## src/rtl/instr_mem_debug_master_pkg.sv

```systemverilog
// ---------------------------------------------------------------------------
// instr_mem_debug_master_pkg
// Shared definitions for the instruction-memory debug master:
//   - FSM state encoding
//   - fixed field widths (word address, data, burst length)
//   - the 16 KiB access window test (byte addr[31:14] == 0)
// ---------------------------------------------------------------------------
package instr_mem_debug_master_pkg;

    localparam int ADDR_W = 30;   // word address, byte address bits [31:2]
    localparam int DATA_W = 32;
    localparam int LEN_W  = 8;    // extra read beats (burst length - 1)

    // Byte address bit 14 is word address bit 12; everything from there up
    // must be zero for an access to land inside the 16 KiB window.
    localparam int WIN_LSB = 12;

    typedef enum logic [2:0] {
        ST_IDLE,
        ST_WRITE,
        ST_RD_ADDR,
        ST_RD_WAIT,
        ST_RESP
    } state_t;

    function automatic logic in_window(input logic [ADDR_W-1:0] a);
        return a[ADDR_W-1:WIN_LSB] == '0;
    endfunction

endpackage

```

## src/rtl/instr_mem_debug_master.sv

```systemverilog
// ---------------------------------------------------------------------------
// instr_mem_debug_master
// Host-side debug port onto port b of an instruction RAM. Accepts one
// request at a time (read or write), drives the RAM, and returns one
// response beat per word. Addresses outside the 16 KiB window never reach
// the RAM as writes and come back with resp_err=1, resp_rdata=0.
//
// Ports
//   clk, rst_n          clock, synchronous active-low reset
//   req_valid/ready     request handshake (ready only while idle)
//   req_we/addr/wdata   request fields, latched on handshake
//   req_len             extra read beats (used only with DEBUG_BURST_EN)
//   resp_valid/ready    response handshake; outputs held until accepted
//   resp_rdata/err/last response beat contents
//   ram_web/addrb/dinb  RAM port-b controls
//   ram_doutb           RAM port-b read data, one cycle after address
//
// Configuration
//   DEBUG_BURST_EN      when defined, reads return req_len+1 beats at
//                       consecutive word addresses (mod 2^30). Otherwise
//                       every read is a single beat with resp_last=1.
// ---------------------------------------------------------------------------
module instr_mem_debug_master
    import instr_mem_debug_master_pkg::*;
(
    input  logic              clk,
    input  logic              rst_n,
    input  logic              req_valid,
    output logic              req_ready,
    input  logic              req_we,
    input  logic [ADDR_W-1:0] req_addr,
    input  logic [DATA_W-1:0] req_wdata,
    input  logic [LEN_W-1:0]  req_len,
    output logic              resp_valid,
    input  logic              resp_ready,
    output logic [DATA_W-1:0] resp_rdata,
    output logic              resp_err,
    output logic              resp_last,
    output logic              ram_web,
    output logic [ADDR_W-1:0] ram_addrb,
    output logic [DATA_W-1:0] ram_dinb,
    input  logic [DATA_W-1:0] ram_doutb
);

`ifdef DEBUG_BURST_EN
    localparam logic BURST_EN = 1'b1;
`else
    localparam logic BURST_EN = 1'b0;
`endif

    state_t            state;
    logic [ADDR_W-1:0] addr_q;   // address of the beat in flight
    logic [LEN_W-1:0]  cnt_q;    // read beats still owed after this one

    always_ff @(posedge clk) begin
        if (!rst_n) begin
            state      <= ST_IDLE;
            addr_q     <= '0;
            cnt_q      <= '0;
            req_ready  <= 1'b1;
            resp_valid <= 1'b0;
            resp_rdata <= '0;
            resp_err   <= 1'b0;
            resp_last  <= 1'b0;
            ram_web    <= 1'b0;
            ram_addrb  <= '0;
            ram_dinb   <= '0;
        end else begin
            // Write strobe is a single-cycle pulse raised only on entry to WRITE.
            ram_web <= 1'b0;
            case (state)
                ST_IDLE: begin
                    if (req_valid) begin
                        req_ready <= 1'b0;
                        addr_q    <= req_addr;
                        ram_addrb <= req_addr;
                        if (req_we) begin
                            state    <= ST_WRITE;
                            ram_web  <= in_window(req_addr);
                            ram_dinb <= req_wdata;
                            cnt_q    <= '0;
                        end else begin
                            state <= ST_RD_ADDR;
                            cnt_q <= req_len & {LEN_W{BURST_EN}};
                        end
                    end
                end
                ST_WRITE: begin
                    state      <= ST_RESP;
                    resp_valid <= 1'b1;
                    resp_rdata <= '0;
                    resp_err   <= ~in_window(addr_q);
                    resp_last  <= 1'b1;
                end
                ST_RD_ADDR: begin
                    // RAM registers ram_addrb on this edge; data shows next cycle.
                    state <= ST_RD_WAIT;
                end
                ST_RD_WAIT: begin
                    state      <= ST_RESP;
                    resp_valid <= 1'b1;
                    resp_rdata <= in_window(addr_q) ? ram_doutb : '0;
                    resp_err   <= ~in_window(addr_q);
                    resp_last  <= (cnt_q == '0);
                end
                ST_RESP: begin
                    if (resp_ready) begin
                        resp_valid <= 1'b0;
                        if (cnt_q != '0) begin
                            // Next burst beat; each beat gets its own window check.
                            cnt_q     <= cnt_q - 1'b1;
                            addr_q    <= addr_q + 1'b1;
                            ram_addrb <= addr_q + 1'b1;
                            state     <= ST_RD_ADDR;
                        end else begin
                            state     <= ST_IDLE;
                            req_ready <= 1'b1;
                        end
                    end
                end
                default: begin
                    state      <= ST_IDLE;
                    req_ready  <= 1'b1;
                    resp_valid <= 1'b0;
                end
            endcase
        end
    end

endmodule

```

## config.mk

```make
export PLATFORM = sky130hd
export DESIGN_NAME = instr_mem_debug_master
export DESIGN_NICKNAME = d
export VERILOG_FILES = /design/src/rtl/instr_mem_debug_master_pkg.sv /design/src/rtl/instr_mem_debug_master.sv
export SDC_FILE = /design/constraint.sdc
export NUM_CORES = 1
export LEC_CHECK = 0
export CORE_MARGIN = 2
export CORE_UTILIZATION = 23
export CTS_BUF_LIST = sky130_fd_sc_hd__clkbuf_8
export DETAILED_ROUTE_END_ITERATION = 10
export PLACE_DENSITY = 0.45
export SYNTH_ARGS = -nofsm -noshare
export SYNTH_HDL_FRONTEND = slang
export SYNTH_SLANG_ARGS = --single-unit
```

## constraint.sdc

```tcl
create_clock -name clk -period 3.2 [get_ports clk]
set_input_delay 0.32 -clock clk [delete_from_list [all_inputs] [get_ports clk]]
set_output_delay 0.32 -clock clk [all_outputs]
set_load 0.005 [all_outputs]
```

==> run_results.csv, run 1 <==
group,metric,value,unit
global_route,grtUsageTotal,0.148,
place,portBuffers,197,
yosys,synth_warnings,0,
timing,grt_setup_unrepaired,"false",
floorplanning,coreArea,21900,µm²
yosys,ys_seq_area_frac,0.427,
place,place_congestion,0.811,
timing,max_slew.worst_pin.slew,1.01,ns
timing,report.final.slew_viol_count,0,
worst_setup_path,startpoint_type,"register",
yosys,synth_top_family_by_area,"simple AND/OR/NAND/NOR gates",
yosys,async_reset_ff_frac,0,
worst_hold_path,hp-class,"in2reg",
floorplanning,die_w,154,µm
timing,slew_headroom,0.328,
timing,fmax,0.414,GHz
yosys,synthMuxAreaShare,0,
routing,final_antenna_net_count,0,
pwr,p_per_area,425,nW/µm²
final_layout,area_growth,47.3,%
worst_setup_path,crit_family,"simple AND/OR/NAND/NOR gates",
clock_network,ctsHoldBuffers,0,
yosys,synth_nets,727,
clock_network,worstSkewPairLatency,0.39,ns
worst_setup_path,required,3.54,ns
global_route,grt_overflow,0,
floorplanning,pin_count,206,
global_route,grt_pass1_wl,28400,µm
timing,setup_tns,0,ns
routing,drt_iter0_markers,249,
final_layout,layoutNonFillerInstCount,1079,
global_route,grt_pass1_vias,4986,
routing,drc,0,
routing,wl_per_cell,16.5,µm
yosys,ys_seq_elements,110,
clock_network,cts_sinks,110,
worst_setup_path,path_class,"reg2reg",
yosys,synthXorXnorAreaFrac,0.0102,
yosys,avgSynthCellArea,8.36,µm²
clock_network,cts_tree,"yes",
yosys,synth_flop_cell,"dfxtp_1",
timing,finalHoldViolations,0,
clock_network,cts_buffers,9,
global_route,grt_max_degree,56,
clock_network,cts_root_buf,"clkbuf_8",
routing,routed_wl,17800,µm
yosys,syn_area,5160,µm²
timing,finalCritPeriodShare,0.755,
worst_setup_path,crit_arrival,2.76,ns
run_status,status,"complete, no violations",
clock_network,clk_path_buf_depth,2,
worst_setup_path,crit_slowest_cell,"or3b_1",
timing,finalSetupViolCount,0,
clock_network,path_clk_slew,0.12,ns
yosys,synthAdderAreaFrac,0.00728,
place,placed_cells,1063,
floorplanning,die_area,23600,µm²
yosys,synth-simple-area-share,0.255,
final_layout,diodes,0,
routing,first_pass_iters,5,
timing,period_minus_slack,2.42,ns
routing,vias,5165,
yosys,synth-edff-count,0,
clock_network,cts_setup_buffers,0,
clock_network,cts.repair.resized,0,
worst_setup_path,path_cells,"or3b_1 -> buf_4 -> nor4_1 -> a21oi_1 -> nor2_1 -> o21a_1",
clock_network,h-tree-depth,3,
timing,skew,0.0170,ns
yosys,synth_compound_area_frac,0.248,
worst_setup_path,crit_buf_inv,1,
floorplanning,die_y,154,µm
final_layout,final_cell_mix,"196 x clkdlybuf4s50_1, 110 x dfxtp_1, 97 x nand2_1",
routing,avgViaCountPerCell,4.79,
place,hpwl,12800,µm
worst_setup_path,endpoint_kind,"register",
worst_setup_path,rrSetupSlack,0.78,ns
yosys,syn_inst,617,
pwr,power.leakage,0.00256,µW
global_route,antenna_found_initial,1,
final_layout,final_common_cell,"clkdlybuf4s50_1",
floorplanning,start_util,0.236,
yosys,synth_cell_type_count,62,
final_layout,nets,904,
run,drv_cap,0,
floorplanning,core.rowCount,54,
pwr,max-vdd-ir-drop,255,µV
worst_setup_path,critPathMaxFanout,27,
final_layout,layout-drive-gt1-share,0.0663,
worst_setup_path,slowest_delay,0.81,ns
## cell families after synthesis
| kind of cell | after synthesis |
|---|---|
| DFF | 110 |
| adders and majority gates | 3 |
| xor gates and xnor gates | 6 |
| buffers and inverters | 58 |
| and+or+nand+nor | 259 |
| AOI/OAI and AO/OA | 181 |
## worst paths after layout
kind	from	endpoint	cells after the start
worst max-delay path	state[2]	addr_q[7]	6
worst min-delay path	rst_n	req_ready	2
worst max register to register	state[2]	addr_q[7]	6
worst min register to register	ram_dinb[23]	ram_dinb[23]	2
## cell type report
| cell class | instances | area [µm²] |
|---|---|---|
| multi-input combinational | 449 | 2700 |
| tap | 280 | 350 |
| sequential | 110 | 2200 |
| timing repair buffer | 215 | 2100 |
| inverter | 9 | 33.8 |
| clock buffer | 10 | 138 |
| clock inverter | 6 | 68.8 |
| fill | 2287 | 14300 |
## sequential cells by signal (all words and copies together), names as in the netlist
name / count
resp_err: 1
resp_rdata: 32
ram_dinb: 32
state: 3
addr_q: 30
resp_last: 1
cnt_q: 8
req_ready: 1
resp_valid: 1
ram_web: 1
## cells in the mapped netlist (all sizes together), types with 4 or more instances
master / n / area (µm²)
o22ai: 5 / 31.3
a22oi: 33 / 248
o21a: 7 / 52.6
a31oi: 4 / 25.0
a21oi: 30 / 150
clkbuf: 30 / 114
dfxtp: 110 / 2200
nor2: 45 / 171
nor3: 18 / 105
o21ai: 23 / 115
nor2b: 34 / 213
xor2: 5 / 43.8
inv: 9 / 33.8
nand4: 9 / 62.6
nor3b: 5 / 47.5
o211ai: 13 / 97.6
nor4: 16 / 136
o221a: 4 / 45.0
buf: 19 / 124
a21boi: 34 / 255
nand2: 98 / 375
nand3: 19 / 100
## report_power, final
part           internal (µW)  total (µW)  switching (µW)  leakage [µW]
Combinational            402         742             340       0.00156
Clock                    390         905             515      0.000103
Sequential              1460        1580             119      0.000896
Total                   2250        3230             974       0.00256
## routing by layer
layer	vias up	wire (µm)	track usage
li1	2555	-	-
met1	2416	8330	0.197
met4	0	187	0.0345
met2	178	8040	0.238
met3	16	1250	0.0443
met5	-	0	0
## metrics by stage
step	instance area, µm²	total power (µW)	utilization	setup WS (ns)	hold slack, ns
after floorplan	5160	1950	-	1.46	0.451
after global placement	7390	2340	0.338	0.761	0.442
after detailed placement	7390	2350	0.338	0.764	0.450
after CTS	7600	3290	0.347	0.791	0.408
after global routing	7600	3430	0.347	0.634	0.445
final	7600	3230	0.347	0.783	0.443
No activity file was read; power rests on OpenSTA's default activity.
==> inputs of run 2 (changes only) <==
Clock period 3.2 ns to 2.4 ns, I/O delays scaled along.
==> run_results.csv, run 2 (synthesized netlist as in run 1, its figures left out) <==
group,metric,value,unit
run_status,status,"complete, no violations",
routing,first_pass_iters,4,
final_layout,layoutNonFillerInstCount,1099,
global_route,grt_pass1_wl,29300,µm
place,hpwl,13300,µm
worst_setup_path,critPathMaxFanout,10,
worst_setup_path,path_class,"reg2reg",
global_route,grt_max_degree,79,
global_route,grt.met3_usage,0.0457,
worst_hold_path,hp-class,"in2reg",
timing,slew_headroom,0.547,
timing,finalHoldViolations,0,
final_layout,layout-drive-gt1-share,0.0891,
final_layout,register_area,2200,µm²
final_layout,diodes,0,
final_layout,fillerInstances,2280,
timing,grt_setup_unrepaired,"false",
global_route,antenna_found_initial,1,
timing,skew,0.0114,ns
floorplanning,start_util,0.236,
pwr,p_total,4260,µW
routing,drt_iter0_markers,252,
place,dp_worst_setup_slack,-0.0700,ns
final_layout,top_regs,"ram_dinb (32), resp_rdata (32), addr_q (30)",
global_route,grt_overflow,0,
clock_network,cts_setup_buffers,0,
routing,avgViaCountPerCell,4.82,
global_route,grt.busiest_layer,"met2",
floorplanning,pin_count,206,
routing,vias,5299,
timing,period_minus_slack,2.17,ns
final_layout,final_common_cell,"clkdlybuf4s50_1",
run,drv_cap,0,
clock_network,path_clk_slew,0.11,ns
clock_network,cts_root_buf,"clkbuf_8",
worst_setup_path,required,2.69,ns
final_layout,nets,925,
final_layout,multiInputGateArea,2710,µm²
global_route,grtUsageTotal,0.153,
floorplanning,die_area,23600,µm²
global_route,use_met2,0.255,
worst_setup_path,endpoint_kind,"register",
floorplanning,coreArea,21900,µm²
routing,final_antenna_net_count,0,
clock_network,cts_tree,"yes",
timing,report.final.slew_viol_count,0,
pwr,power.leakage,0.00266,µW
final_layout,final_cell_mix,"196 x clkdlybuf4s50_1, 110 x dfxtp_1, 97 x nand2_1",
floorplanning,die_w,154,µm
timing,finalCritPeriodShare,0.905,
pwr,max-vdd-ir-drop,242,µV
timing,fmax,0.461,GHz
clock_network,worstSkewPairLatency,0.39,ns
clock_network,cts.repair.resized,1,
place,portBuffers,197,
timing,finalSetupViolCount,0,
timing,whs,0.257,ns
routing,drc,0,
clock_network,cts_sinks,110,
timing,fin_ws,0.229,ns
clock_network,ctsHoldBuffers,0,
global_route,grt_pass1_vias,5389,
worst_setup_path,rrSetupSlack,0.23,ns
final_layout,area_growth,50.6,%
clock_network,cts_buffers,9,
timing,max_slew.worst_pin.slew,0.679,ns
place,place_congestion,0.826,
routing,wl_per_cell,16.6,µm
clock_network,clk_path_buf_depth,2,
clock_network,h-tree-depth,3,
worst_setup_path,startpoint_type,"register",
floorplanning,die_y,154,µm
global_route,gr-usage-met1,0.189,
floorplanning,core.rowCount,54,
place,placed_cells,1084,
worst_setup_path,crit_arrival,2.46,ns
routing,routed_wl,18200,µm
pwr,p_per_area,548,nW/µm²
[run 2: per-stage QoR]
step,setup TNS [ns],utilization,cell area (µm²)
final,0,0.355,7770
after global routing,0,0.355,7770
after CTS,0,0.355,7770
after detailed placement,-0.0700,0.347,7590
after global placement,-0.0719,0.347,7590
after floorplan,0,-,5160
[run 2: worst paths after layout]
check	start	to	cells after the start
setup / recovery	cnt_q[0]	addr_q[16]	7
hold / removal	rst_n	addr_q[13]	2
setup reg to reg	cnt_q[0]	addr_q[16]	7
hold reg to reg	ram_dinb[23]	ram_dinb[23]	2
[run 2: area by class of cell]
type | count | share of cell area
Clock inverter | 6 | 0.00677
Tap cell | 280 | 0.0451
Timing Repair Buffer | 236 | 0.296
Inverter | 9 | 0.00435
Multi-Input combinational cell | 449 | 0.349
Sequential cell | 110 | 0.284
Clock buffer | 9 | 0.0159
[run 2: metal layers]
metal,wire [µm],up-vias,share of wire
li1,-,2606,-
met2,8380,174,0.46
met1,8230,2493,0.45
met4,339,2,0.019
met5,13,-,0.00071
met3,1280,24,0.070
[run 2: where the power goes]
part	switching, µW	internal, µW
Clock	706	392
Sequential	145	1950
Combinational	479	591
Total	1330	2930
[run 2: critical path, cell delays in order (launching register included)]
cell and delay, ns:
dfxtp_1 0.34, inv_1 0.08, ha_1 0.25, a311oi_2 0.33, buf_4 0.24, or2_1 0.39, o21ai_0 0.18, a32o_1 0.28
==> inputs of run 3 (changes only) <==
Settings changed: DONT_BUFFER_PORTS from default to 1, GPL_TIMING_DRIVEN from default to 0, PLACE_DENSITY 0.45 to 0.33.
==> run_results.csv, run 3 (synthesized netlist as in run 1, its figures left out) <==
group,metric,value,unit
floorplanning,die_y,154,µm
worst_hold_path,hold_start,"ram_doutb[2]",
timing,fmax,0.442,GHz
place,portBuffers,0,
timing,slew_headroom,0.527,
timing,fin_ws,0.137,ns
final_layout,area_growth,20.8,%
worst_setup_path,path_cells,"or3b_1 -> clkbuf_1 -> clkbuf_1 -> o21ai_0 -> o221a_2",
place,dp_worst_setup_slack,0.113,ns
clock_network,cts_root_buf,"clkbuf_8",
floorplanning,pin_count,206,
place,hpwl,14500,µm
run_status,status,"complete, no violations",
clock_network,worstSkewPairLatency,0.39,ns
routing,wl_per_cell,20.6,µm
clock_network,h-tree-depth,3,
worst_hold_path,min_to,"resp_rdata[2]",
global_route,grt_overflow,0,
worst_setup_path,crit_buf_inv,2,
worst_hold_path,hp-class,"in2reg",
pwr,p_per_area,651,nW/µm²
routing,avgViaCountPerCell,5.09,
worst_setup_path,reg2reg_from,"state[0]",
routing,final_antenna_net_count,0,
clock_network,clk_path_buf_depth,2,
floorplanning,core.rowCount,54,
timing,skew,0.0175,ns
routing,routed_wl,19900,µm
floorplanning,start_util,0.236,
timing,report.final.slew_viol_count,0,
worst_setup_path,crit_arrival,2.56,ns
worst_setup_path,required,2.70,ns
worst_setup_path,critPathMaxFanout,10,
worst_setup_path,rrSetupSlack,0.14,ns
worst_setup_path,crit_family,"buffers and inverters",
timing,finalCritPeriodShare,0.943,
global_route,grt_pass1_vias,4883,
routing,first_pass_iters,5,
global_route,grt_max_degree,21,
floorplanning,coreArea,21900,µm²
timing,max_slew.worst_pin.slew,0.703,ns
run,drv_cap,0,
clock_network,cts_tree,"yes",
clock_network,cts_setup_buffers,0,
final_layout,final_cell_mix,"110 x dfxtp_1, 97 x nand2_1, 52 x dlygate4sd3_1",
routing,drc,0,
place,placed_cells,897,
worst_setup_path,crit_top_cell,"clkbuf_1",
routing,drt_iter0_markers,436,
worst_setup_path,endpoint_kind,"register",
worst_setup_path,timing.rr.end,"addr_q[13]",
worst_setup_path,startpoint_type,"register",
timing,period_minus_slack,2.26,ns
worst_setup_path,slowest_delay,0.59,ns
final_layout,final_common_cell,"dfxtp_1",
final_layout,top_regs,"ram_dinb (32), resp_rdata (32), addr_q (30)",
timing,finalSetupViolCount,0,
floorplanning,die_w,154,µm
final_layout,layoutNonFillerInstCount,966,
worst_setup_path,crit_start,"state[0]",
place,place_congestion,0.823,
global_route,grt_pass1_wl,29900,µm
final_layout,layout-drive-gt1-share,0.0803,
worst_setup_path,rr_worst_depth,5,
routing,vias,4916,
clock_network,cts_sinks,110,
worst_hold_path,min_path_cells,2,
floorplanning,die_area,23600,µm²
clock_network,path_clk_slew,0.13,ns
final_layout,nets,790,
pwr,power.leakage,0.00210,µW
clock_network,cts_buffers,9,
global_route,grtUsageTotal,0.163,
worst_setup_path,path_class,"reg2reg",
worst_setup_path,crit_slowest_cell,"clkbuf_1",
pwr,max-vdd-ir-drop,206,µV
global_route,antenna_found_initial,1,
timing,finalHoldViolations,0,
run 3: cell type report:
type | count | area (µm²)
Timing Repair Buffer | 52 | 520
Tap cell | 280 | 350
Antenna cell | 1 | 2.50
Clock inverter | 7 | 68.8
Inverter | 9 | 33.8
Buffer | 49 | 239
Clock buffer | 9 | 124
Fill cell | 2340 | 15700
Sequential cell | 110 | 2200
Multi-Input combinational cell | 449 | 2690
run 3: per-layer routing:
| metal | global-route usage | wire length (µm) | vias up |
|---|---|---|---|
| met2 | 0.268 | 9300 | 212 |
| met1 | 0.197 | 8250 | 2343 |
| met5 | 0 | 0 | - |
| met3 | 0.0614 | 1970 | 25 |
| li1 | - | - | 2336 |
| met4 | 0.0546 | 401 | 0 |
run 3: repair_timing:
item,in CTS,in global routing
gates resized for setup,0,3
endpoints found under the setup margin,0,31
hold endpoints to repair,52,0
hold buffers,52,0
run 3: through the flow:
step | TNS (ns) | cell area (µm²) | power, µW | utilization | hold WS (ns)
after floorplan | 0 | 5160 | 2610 | - | 0.375
after global placement | 0 | 5510 | 2850 | 0.252 | 0.386
after detailed placement | 0 | 5510 | 2850 | 0.252 | 0.387
after CTS | 0 | 6220 | 4120 | 0.284 | 0.0000236
after global routing | -0.00127 | 6230 | 4280 | 0.285 | 0.00939
final | 0 | 6230 | 4060 | 0.285 | 0.0221
run 3: power by group:
part	switching [µW]	total, µW	leakage (µW)	internal, µW
sequential	185	2130	0.000896	1950
combinational	432	751	0.00110	319
clock	767	1180	0.000102	409
total	1380	4060	0.00210	2670
run 3: worst max path at each step:
stage,to,slack (ns),cells past startpoint
finish,addr_q[13],0.14,5
global route,addr_q[4],-0.001,7
CTS,addr_q[13],0.10,5
detailed placement,addr_q[6],0.11,5
global placement,addr_q[6],0.07,5
floorplan,addr_q[8],0.66,9
